`src/rtl/switch_port_ingress.sv`:
```
// Per-port ingress: validates, classifies and buffers single-beat packets,
// then presents the head packet to the crossbar as per-destination requests.
module switch_port_ingress #(
  parameter int PORT_ID = 0,
  parameter int DEPTH   = 4,
  parameter int DATA_W  = 8,
  parameter int CNT_W   = 8
) (
  input  logic              clk,
  input  logic              rst,
  input  logic              in_valid,
  output logic              in_ready,
  input  logic [3:0]        in_source,
  input  logic [3:0]        in_target,
  input  logic [DATA_W-1:0] in_data,
  output logic [3:0]        out_req,
  input  logic [3:0]        out_gnt,
  output logic [3:0]        out_source,
  output logic [3:0]        out_target,
  output logic [DATA_W-1:0] out_data,
  output logic [1:0]        out_type,
  output logic              err_pulse,
  output logic [CNT_W-1:0]  drop_cnt
);

  localparam int AW = (DEPTH > 1) ? $clog2(DEPTH) : 1;
  localparam logic [AW:0] FULL = (AW+1)'(DEPTH);
  localparam logic [3:0] OWN = 4'(1 << PORT_ID);
  localparam logic [3:0] BCAST = ~OWN;

  typedef enum logic {IDLE, REQ} state_t;

  state_t            state;
  logic [3:0]        pending;
  logic [AW:0]       count;
  logic [AW-1:0]     wr_ptr;
  logic [AW-1:0]     rd_ptr;
  logic [3:0]        src_mem  [DEPTH];
  logic [3:0]        tgt_mem  [DEPTH];
  logic [DATA_W-1:0] data_mem [DEPTH];

  logic       accept;
  logic       pkt_ok;
  logic       push;
  logic       pop;
  logic       empty;
  logic [3:0] next_pend;
  logic [3:0] head_tgt;

  function automatic logic [1:0] classify(input logic [3:0] t);
    logic [2:0] n;
    n = 3'(t[0]) + 3'(t[1]) + 3'(t[2]) + 3'(t[3]);
    if (n == 3'd1)      classify = 2'b00;
    else if (t == BCAST) classify = 2'b10;
    else                 classify = 2'b01;
  endfunction

  assign in_ready  = (count != FULL);
  assign empty     = (count == '0);
  assign accept    = in_valid && in_ready;
  assign pkt_ok    = (in_source == OWN) && (in_target != 4'b0)
                  && !in_target[PORT_ID];
  assign push      = accept && pkt_ok;
  assign next_pend = pending & ~out_gnt;
  // pop only frees the head once every pending destination has granted
  assign pop       = !empty && ((state == IDLE) || (next_pend == 4'b0));
  assign head_tgt  = tgt_mem[rd_ptr];
  assign out_req   = pending;

  always_ff @(posedge clk) begin
    if (push) begin
      src_mem[wr_ptr]  <= in_source;
      tgt_mem[wr_ptr]  <= in_target;
      data_mem[wr_ptr] <= in_data;
    end
  end

  always_ff @(posedge clk or posedge rst) begin
    if (rst) begin
      count  <= '0;
      wr_ptr <= '0;
      rd_ptr <= '0;
    end else begin
      if (push) wr_ptr <= wr_ptr + 1'b1;
      if (pop)  rd_ptr <= rd_ptr + 1'b1;
      if (push && !pop)      count <= count + 1'b1;
      else if (pop && !push) count <= count - 1'b1;
    end
  end

  always_ff @(posedge clk or posedge rst) begin
    if (rst) begin
      err_pulse <= 1'b0;
      drop_cnt  <= '0;
    end else begin
      err_pulse <= accept && !pkt_ok;
      if (accept && !pkt_ok && (drop_cnt != '1))
        drop_cnt <= drop_cnt + 1'b1;
    end
  end

  always_ff @(posedge clk or posedge rst) begin
    if (rst) begin
      state      <= IDLE;
      pending    <= 4'b0;
      out_source <= 4'b0;
      out_target <= 4'b0;
      out_data   <= '0;
      out_type   <= 2'b00;
    end else if (pop) begin
      state      <= REQ;
      pending    <= head_tgt;
      out_source <= src_mem[rd_ptr];
      out_target <= head_tgt;
      out_data   <= data_mem[rd_ptr];
      out_type   <= classify(head_tgt);
    end else if (state == REQ) begin
      pending <= next_pend;
      if (next_pend == 4'b0) begin
        state      <= IDLE;
        out_source <= 4'b0;
        out_target <= 4'b0;
        out_data   <= '0;
        out_type   <= 2'b00;
      end
    end
  end

endmodule
```
`config.mk`:
```
export PLATFORM = sky130hd
export DESIGN_NAME = switch_port_ingress
export DESIGN_NICKNAME = d
export VERILOG_FILES = /design/src/rtl/switch_port_ingress.sv
export SDC_FILE = /design/constraint.sdc
export NUM_CORES = 1
export LEC_CHECK = 0
export CORE_MARGIN = 3
export CORE_UTILIZATION = 54
export DETAILED_ROUTE_END_ITERATION = 16
export PLACE_DENSITY = 0.78
export SLEW_MARGIN = 20
export SYNTH_ARGS = -nofsm -noshare
export SYNTH_HDL_FRONTEND = slang
export SYNTH_SLANG_ARGS = --single-unit
```
`constraint.sdc`:
```
create_clock -name clk -period 3.65 [get_ports clk]
set_input_delay 0.73 -clock clk [delete_from_list [all_inputs] [get_ports clk]]
set_output_delay 0.73 -clock clk [all_outputs]
set_load 0.03 [all_outputs]
```
==> results summary, run 1 <==
In the final timing run, aggregate negative setup slack is 0 ns. The global routing met2 resource utilization is 31.2%. The reported max-cap violation count came out at 0.

The clock root buffer master is sky130_fd_sc_hd__clkbuf_8. The switching share of total power is a little over a third. The number of max-slew violations in the final report came out at 0.

The sequential share of power is 39.7%. The sequential cell area fraction in the yosys report is 69.5%. The die covers 8810 µm².

The post-synthesis instance total came out at 234. The count of nets left with antenna violations once routing finished came out at 0. The end of the worst register-to-register path is out_type[1]$_DFFE_PP0P_. The floorplan die height is 93.9 µm. Measured against its own limit, the worst slew margin works out to 51.8%. The worst endpoint data arrival time came out at 3.18 ns.

The maximum number of pins on one net before global-route repair came out at 40. At the pin with the least slew margin, the transition time is 0.721 ns. Dividing total power by cell area gives a power density of 816 nW/µm². met2 is the most crowded layer. The detailed-route wire length came out at 7.14 mm. Synthesis produced a netlist with a net count of between 200 and 300. In this run the worst path has a maximum fanout of 5.

Data on the critical path is required at its endpoint by roughly 3.9 ns. The layout overhead on the synthesized area is 22.4%. The cell count after placement is 388. The last weighted congestion value of the routability-driven placer came out at about 0.76. The via count of the first global-routing pass is roughly 2400. The clock insertion delay at the later pin of the skew report came out at 0.36 ns. The post-route fraction of the period consumed by the critical path came out at 79.2%. The worst setup path startpoint is in_source[3]. The total global routing track utilization is 18.3%. The count of buffers from port buffering is 54. The flop and latch count out of synthesis came out at between 100 and 150. The core box area came out at 7370 µm². The worst register-to-register path has a depth of 9. In this run the register-to-register setup slack is 0.85 ns. The flow ran to the end, and the final reports show no timing, DRC or antenna violations.

The number of design rule violations left after detail routing came out at 0. The post-synthesis area per instance came out at 17.8 µm². The post-CTS repair timing setup buffer count came out at 0. In this run the worst hold path is classified as reg2reg. The total power of the final layout is 4.17 mW. Global routing finished with a remaining overflow of 0. The initial antenna violation count came out at 0.

The critical path is of the in2reg type. The total setup violations reported at the end of the flow came out at 0. TritonCTS built the clock tree. The number of top-level pins is 55. Setup repair after global routing left no endpoint under its margin.

The width of the die came out at between 90 and 100 µm. The maximum count of clock buffers along a single path is 2. The total of hold buffers inserted after clock tree synthesis came out at 0. The antenna cell count is 0. The combinational power share is 41.0%. The initial standard-cell utilization of the core is 56.6%.

The detailed-router iteration count before antenna repair is 4. The clock arrives with 0.0128 ns of skew. The filler cell count in the final layout came out at 507. The detailed-route wire length per cell is 17.7 µm.

The final hold violation count came out at 0. The proportion of power drawn by the clock network is 19.3%. Summed over all nets, the half-perimeter wirelength after detailed placement is 4.90 mm. The clock drives between 100 and 150 sinks. The worst-case IR drop observed on VDD is 0.420 mV. Using the TritonRoute via totals, the vias-per-cell ratio works out to 5.45.

The violation count after the first detailed-routing iteration came out at 84. The minimum setup slack in the final design came out at 0.760 ns. The internal portion of the total power is 2.69 mW. The total of cells resized after clock tree synthesis came out at 0. The ratio of cells with drive above 1 in the final layout is 16.7%.

For this run, global-route usage on met3 was measured as 4.09%. The achievable frequency is about 350 MHz. For this run, the leading register cell type out of synthesis is sky130_fd_sc_hd__edfxtp_1.

The number of placement rows is 31. STA classifies the critical path endpoint as a flip-flop. The number of warning messages in the yosys log came out at 0. The placement-stage worst setup slack came out at 0.379 ns.

The global routing usage on met1 came out at roughly 23%. The proportion of register bits with asynchronous set or reset after synthesis is between 30% and 40%. The non-filler instance count after layout came out at roughly 400. Synthesis instantiated 37 different standard cells from the library. The clock transition at the registers of the reported paths is 0.10 ns. The cell area after synthesis came out at 4170 µm². The endpoint of the worst setup timing path is count[2]$_DFFE_PP0P_. The count of vias placed by the detailed router came out at 2203. The number of buffers created by CTS came out at 9. The count of nets after finishing came out at 334. Yosys mapped a number of flops with a built-in enable equal to 64. The first global-routing pass estimated 11.9 mm of wire. The switching power summed over all nets came out at approximately 1.5 mW. The worst register-to-register path begins at rd_ptr[0]$_DFFE_PP0P_. The number of H-tree branching levels came out at 3. The total leakage power came out at 1.95 nW. The worst setup path is launched from an input port. The worst path in the final design needs a cycle of 2.89 ns, including I/O delays and setup.
## worst min path at each step
stage,startpoint,cells after the start,endpoint
2_1_floorplan,count[2]$_DFFE_PP0P_,1,count[2]$_DFFE_PP0P_
6_report,drop_cnt[5]$_DFFE_PP0P_,1,drop_cnt[5]$_DFFE_PP0P_
4_1_cts,count[2]$_DFFE_PP0P_,1,count[2]$_DFFE_PP0P_
3_5_place_dp,out_type[0]$_DFFE_PP0P_,1,out_type[0]$_DFFE_PP0P_
3_3_place_gp,count[2]$_DFFE_PP0P_,1,count[2]$_DFFE_PP0P_
5_1_grt,drop_cnt[5]$_DFFE_PP0P_,1,drop_cnt[5]$_DFFE_PP0P_
## per-stage QoR
step / hold WS [ns] / area (µm²) / utilization, %
after floorplan: 0.448 / 4170 / -
after global placement: 0.467 / 4870 / 66.1
after detailed placement: 0.481 / 4870 / 66.1
after CTS: 0.499 / 5100 / 69.3
after global routing: 0.513 / 5100 / 69.3
final: 0.499 / 5100 / 69.3
## layout make-up
class,count,area [µm²],share of cell area [%]
repair buffers,64,616,12.1
clock buffers,10,138,2.70
multi-input cells,110,1190,23.3
clock inverters,6,97.6,1.91
flip-flops and latches,103,2900,56.8
inverters,12,45.0,0.882
well taps,99,124,2.43
## flip-flops by register name (all words and copies together), names as in the netlist
register,count
tgt_mem,16
drop_cnt,8
out_data,8
rd_ptr,2
err_pulse,1
out_req,4
state,1
count,3
data_mem,32
src_mem,16
out_source,4
out_target,4
wr_ptr,2
out_type,2
## per-layer routing
layer  vias to the layer above  wire [µm]  part of all wire (%)
met3                         9        314                   4.4
met4                         0        105                   1.5
li1                       1030          -                     -
met1                      1108       2980                    42
met5                         -          0                     0
met2                        56       3750                    52
## Yosys cell counts, types with 3 or more instances
cell type                  count  area share (%)
sky130_fd_sc_hd__a22o_1       20             4.2
sky130_fd_sc_hd__and2_1        4            0.60
sky130_fd_sc_hd__buf_2         5            0.60
sky130_fd_sc_hd__clkbuf_1      4            0.36
sky130_fd_sc_hd__dfrtp_1      39              23
sky130_fd_sc_hd__edfxtp_1     64              46
sky130_fd_sc_hd__ha_1          9             2.7
sky130_fd_sc_hd__inv_1        12             1.1
sky130_fd_sc_hd__mux4_2       16             8.6
sky130_fd_sc_hd__nand2_1       6            0.54
sky130_fd_sc_hd__nand3_1       5            0.60
sky130_fd_sc_hd__nor2b_1       4            0.60
sky130_fd_sc_hd__nor3_1        3            0.36
sky130_fd_sc_hd__o21ai_0       4            0.48
sky130_fd_sc_hd__xnor2_1       3            0.63
sky130_fd_sc_hd__xor2_1       10             2.1
## cell families after synthesis
family,count (synthesis),synth area share (%)
compound gates,28,6.42
xor+xnor,13,2.73
fa+ha+maj,11,3.66
buf+inv,21,2.04
flops,103,69.5
mux,19,9.54
simple gates,39,6.12
## worst max-delay path, cell delays in order
cell                              delay [ns]
sky130_fd_sc_hd__clkdlybuf4s50_1        0.47
sky130_fd_sc_hd__or4b_4                 0.61
sky130_fd_sc_hd__nor4_4                 0.31
sky130_fd_sc_hd__ha_1                   0.23
sky130_fd_sc_hd__inv_1                  0.06
sky130_fd_sc_hd__fa_1                   0.38
sky130_fd_sc_hd__xor2_1                 0.15
sky130_fd_sc_hd__nor2_1                 0.11
sky130_fd_sc_hd__xor2_1                 0.15
## placed cells by master, fill, tap and decap left out, types with 2 or more instances in the layout
master	count
sky130_fd_sc_hd__nand3_1	5
sky130_fd_sc_hd__inv_6	2
sky130_fd_sc_hd__fa_1	2
sky130_fd_sc_hd__nor3_1	3
sky130_fd_sc_hd__edfxtp_1	64
sky130_fd_sc_hd__mux4_2	16
sky130_fd_sc_hd__clkbuf_8	10
sky130_fd_sc_hd__o21ai_0	4
sky130_fd_sc_hd__inv_1	12
sky130_fd_sc_hd__and2_1	4
sky130_fd_sc_hd__clkdlybuf4s50_1	54
sky130_fd_sc_hd__nand2_1	6
sky130_fd_sc_hd__buf_4	10
sky130_fd_sc_hd__ha_1	9
sky130_fd_sc_hd__nand2b_1	2
sky130_fd_sc_hd__nor2b_1	4
sky130_fd_sc_hd__dfrtp_1	39
sky130_fd_sc_hd__bufinv_16	2
sky130_fd_sc_hd__xnor2_1	3
sky130_fd_sc_hd__nor2_1	2
sky130_fd_sc_hd__xor2_1	10
sky130_fd_sc_hd__a22o_1	20
sky130_fd_sc_hd__and4_1	2
sky130_fd_sc_hd__nor4_1	2
## power groups by stage
stage | sequential, mW | clock, mW | combinational [mW]
after global routing | 1.69 | 0.869 | 1.87
after detailed placement | 1.68 | 0 | 1.73
after CTS | 1.66 | 0.823 | 1.74
after floorplan | 1.92 | 0 | 0.900
after global placement | 1.68 | 0 | 1.69
final | 1.65 | 0.805 | 1.71
No activity file was read; power rests on OpenSTA's default activity.
==> inputs of run 2 (changes only) <==
- CORE_UTILIZATION: 54 -> 49
- PLACE_DENSITY: 0.78 -> 0.75
- clock period: 3.65 -> 2.5 ns (I/O delays scaled with it)
==> results summary, run 2 (synthesized netlist as in run 1, its figures left out) <==
The floorplan die height came to 98.3 µm (+4.7%). The clock transition at the registers of the reported paths is 0.09 ns (about the same). The number of buffers created by CTS came out at 9 (unchanged). The antenna cell count is 0 (unchanged). The final antenna-violating net count came out at 0 (unchanged). The total global routing track utilization is 16.8% (-1.5 points). The switching power summed over all nets is 2.21 mW (+50%).

The tree is rooted in a sky130_fd_sc_hd__clkbuf_8. The total leakage power came to 2.07 nW (+6.1%). The core occupancy in the finished layout is 64.1% (-5.1 points). The clock period minus final worst setup slack came out at 2.46 ns. The total setup violations reported at the end of the flow is 0 (unchanged). The post-DP HPWL came out at 5.26 mm (+7.3%). In the layout the commonest cells are sky130_fd_sc_hd__edfxtp_1 (64), sky130_fd_sc_hd__clkdlybuf4s50_1 (49), sky130_fd_sc_hd__dfrtp_1 (35). The number of design rule violations left after detail routing is 0 (unchanged).

The startpoint type of the worst setup path is a flip-flop. The count of cells along the worst register-to-register path is 9 (unchanged). The required arrival time at the worst endpoint came out at 2.74 ns (-1.20 ns). The total power of the final layout is 6.06 mW (+45%). The total grt overflow is 0 (unchanged). The filler cell count in the final layout was 638 (+26%). The end of the worst register-to-register path is out_type[1]$_DFFE_PP0P_. The core box area came out at 8260 µm² (+12%). The total power divided by cell area is 1140 nW/µm² (+40%). The count of vias placed by the detailed router came to 2309 (+4.8%). The via count normalized by instance count is 5.32 (-2.4%).

The wire length of the first global-routing pass is 12.5 mm (+5.7%). The count of buffers from port buffering came out at 54 (unchanged). STA classifies the critical path endpoint as a flip-flop.

The combinational power share is 45.4% (+4.4 points). The violation count after the first detailed-routing iteration is 100 (+19%). The path with the worst hold slack has its endpoint at src_mem[3][0]$_DFFE_PP_. The worst relative slew slack is 66.8% (+15 points). The worst endpoint data arrival time is 2.69 ns (-0.49 ns).

The flip-flop count of the largest register after layout came to 32 (unchanged). The commonest non-fill, non-tap cell in the layout is sky130_fd_sc_hd__edfxtp_1. The maximum fanout encountered on the critical timing path is 5 (unchanged).

The number of clock sinks seen by CTS was 103 (unchanged). The reported max-cap violation count was 0 (unchanged). The proportion of power drawn by the clock network was 15.0% (-4.3 points). data_mem holds more flip-flops than any other register. The clock insertion delay at the later pin of the skew report came out at 0.34 ns (-0.02 ns). The ratio of cells with drive above 1 in the final layout is 25.8% (+9.1 points). The post-route fraction of the period consumed by the critical path came out at 98.3%.

The maximum VDD drop came out at 0.406 mV (-3.5%). The via count of the first global-routing pass came out at 2516 (+6.2%). The total of hold buffers inserted after clock tree synthesis came out at 0 (unchanged). The startpoint identified for the worst register-to-register timing path is rd_ptr[0]$_DFFE_PP0P_.

The startpoint identified for the worst hold timing path is in_source[0]. The maximum count of clock buffers along a single path came to 2 (unchanged). Setup repair after global routing could not meet its margin everywhere.

The layout overhead on the synthesized area is 27.0%. The detailed-route wire length came to 7.54 mm (+5.6%). The detailed-route wire length per cell came to 17.4 µm (-1.7%).

The hold path depth is 2 (+1). The last weighted congestion value of the routability-driven placer is 0.747 (-2.1%). The count of nets after finishing came out at 358 (+7.2%).

The smallest hold slack came out at 0.490 ns (-0.00963 ns). The critical path in this run is classified as reg2reg. The maximum number of pins on one net before global-route repair was 40 (unchanged). The total internal power is 3.84 mW (+43%). The sum of negative setup slack came to 0 ns (unchanged).

The number of max-slew violations in the final report came out at 0 (unchanged). The sequential share of power is 39.6% (about the same). The count of buffer and inverter cells on the critical path is 2 (unchanged). The number of H-tree branching levels came out at 3 (unchanged).

The min-delay analysis places its worst path in the category in2reg. The slowest cell on the critical path is sky130_fd_sc_hd__mux4_2. The largest registers in the layout are data_mem x32, src_mem x16, tgt_mem x16. The width of the die is 98.3 µm (+4.7%). The achievable frequency came out at 407 MHz.

The flow ran to the end, and the final reports show no timing, DRC or antenna violations. The overall die area came out at 9650 µm² (+9.5%). The slew of the pin with the lowest slew margin came out at 0.497 ns (-0.224 ns). The critical path goes through mux4_2 -> inv_2 -> fa_1 -> inv_1 -> ha_2 -> ha_4 -> nor2_2 -> nand2_1 -> a32o_1.

The largest incremental delay on the critical path came out at 0.55 ns (-0.06 ns). The slack of the worst reg-to-reg path is 0.04 ns (-0.81 ns). The kind of cell adding the most delay to the critical path is adder cells. The detailed-router iteration count before antenna repair is 4 (unchanged). The number of top-level pins came out at 55 (unchanged). The number of placement rows came out at 33 (+6.5%). The initial standard-cell utilization of the core came to 50.5% (-6.1 points).

The final hold violation count is 0 (unchanged). The initial antenna violation count was 0 (unchanged). TritonCTS built the clock tree. The switching share of total power is 36.5% (+1.1 points).

The clock tree skew after final layout came out at 0.00891 ns (-0.00393 ns).
==> run 2: changes by cell type in the layout (fill, tap and decap cells not counted), moves of 2 or more <==
cell / delta
sky130_fd_sc_hd__dlymetal6s2s_1: +5
sky130_fd_sc_hd__buf_4: +22
sky130_fd_sc_hd__clkdlybuf4s50_1: -5
sky130_fd_sc_hd__dfrtp_1: -4
sky130_fd_sc_hd__ha_1: -3
sky130_fd_sc_hd__inv_6: -2
sky130_fd_sc_hd__dfrtp_2: +4
sky130_fd_sc_hd__buf_12: +2
sky130_fd_sc_hd__clkinv_1: +2
sky130_fd_sc_hd__ha_2: +2
sky130_fd_sc_hd__bufinv_16: -2
sky130_fd_sc_hd__inv_1: -3
sky130_fd_sc_hd__inv_2: +3
==> run 2: worst max-delay path by stage <==
| stage | from | to | cells past startpoint |
|---|---|---|---|
| after global routing | rd_ptr[0]$_DFFE_PP0P_ | out_type[1]$_DFFE_PP0P_ | 9 |
| after global placement | in_source[3] | count[2]$_DFFE_PP0P_ | 9 |
| after CTS | rd_ptr[0]$_DFFE_PP0P_ | out_type[1]$_DFFE_PP0P_ | 9 |
| after detailed placement | in_source[3] | count[2]$_DFFE_PP0P_ | 9 |
| final | rd_ptr[0]$_DFFE_PP0P_ | out_type[1]$_DFFE_PP0P_ | 9 |
| after floorplan | out_req[1]$_DFFE_PP0P_ | count[1]$_DFFE_PP0P_ | 10 |
==> run 2: metal layers <==
layer  routed length [µm]  vias up  global-route usage, %
li1                     -     1080                      -
met1                 3210     1181                   20.9
met2                 3980       42                   29.7
met3                  253        6                   3.00
met4                   93        0                   5.67
met5                    0        -                      0
==> run 2: power groups by stage <==
stage	Combinational [mW]	Clock (mW)	Sequential, mW
CTS	2.72	0.947	2.40
global placement	2.63	0	2.42
floorplan	1.34	0	2.80
detailed placement	2.71	0	2.43
finish	2.75	0.906	2.40
global route	2.99	1.02	2.44
==> run 2: worst reg2reg max path: stages (launching register included) <==
cell	delay, ns
sky130_fd_sc_hd__dfrtp_2	0.44
sky130_fd_sc_hd__mux4_2	0.55
sky130_fd_sc_hd__inv_2	0.08
sky130_fd_sc_hd__fa_1	0.40
sky130_fd_sc_hd__inv_1	0.07
sky130_fd_sc_hd__ha_2	0.19
sky130_fd_sc_hd__ha_4	0.21
sky130_fd_sc_hd__nor2_2	0.09
sky130_fd_sc_hd__nand2_1	0.07
sky130_fd_sc_hd__a32o_1	0.24
==> run 2: area by class of cell <==
type	count	area, µm²	share of cell area, %
multi-input cells	110	1210	22.8
inverters	12	45.0	0.851
clock inverters	7	48.8	0.922
clock buffers	9	124	2.34
well taps	105	131	2.48
repair buffers	88	833	15.7
flip-flops and latches	103	2900	54.8
==> run 2: repair_timing <==
item | 4_1_cts | 5_1_grt
pin swaps | 3 | 10
setup buffers | 0 | 2
resized for setup | 2 | 9
endpoints found under the setup margin | 2 | 3
gates cloned | 0 | 0
==> run 2: metrics by stage <==
step	instance area (µm²)	cells	setup WS, ns
global placement	5080	416	-0.331
finish	5300	434	0.0424
floorplan	4190	234	-0.0388
global route	5300	434	-0.0396
CTS	5250	432	0.00460
detailed placement	5080	416	-0.430
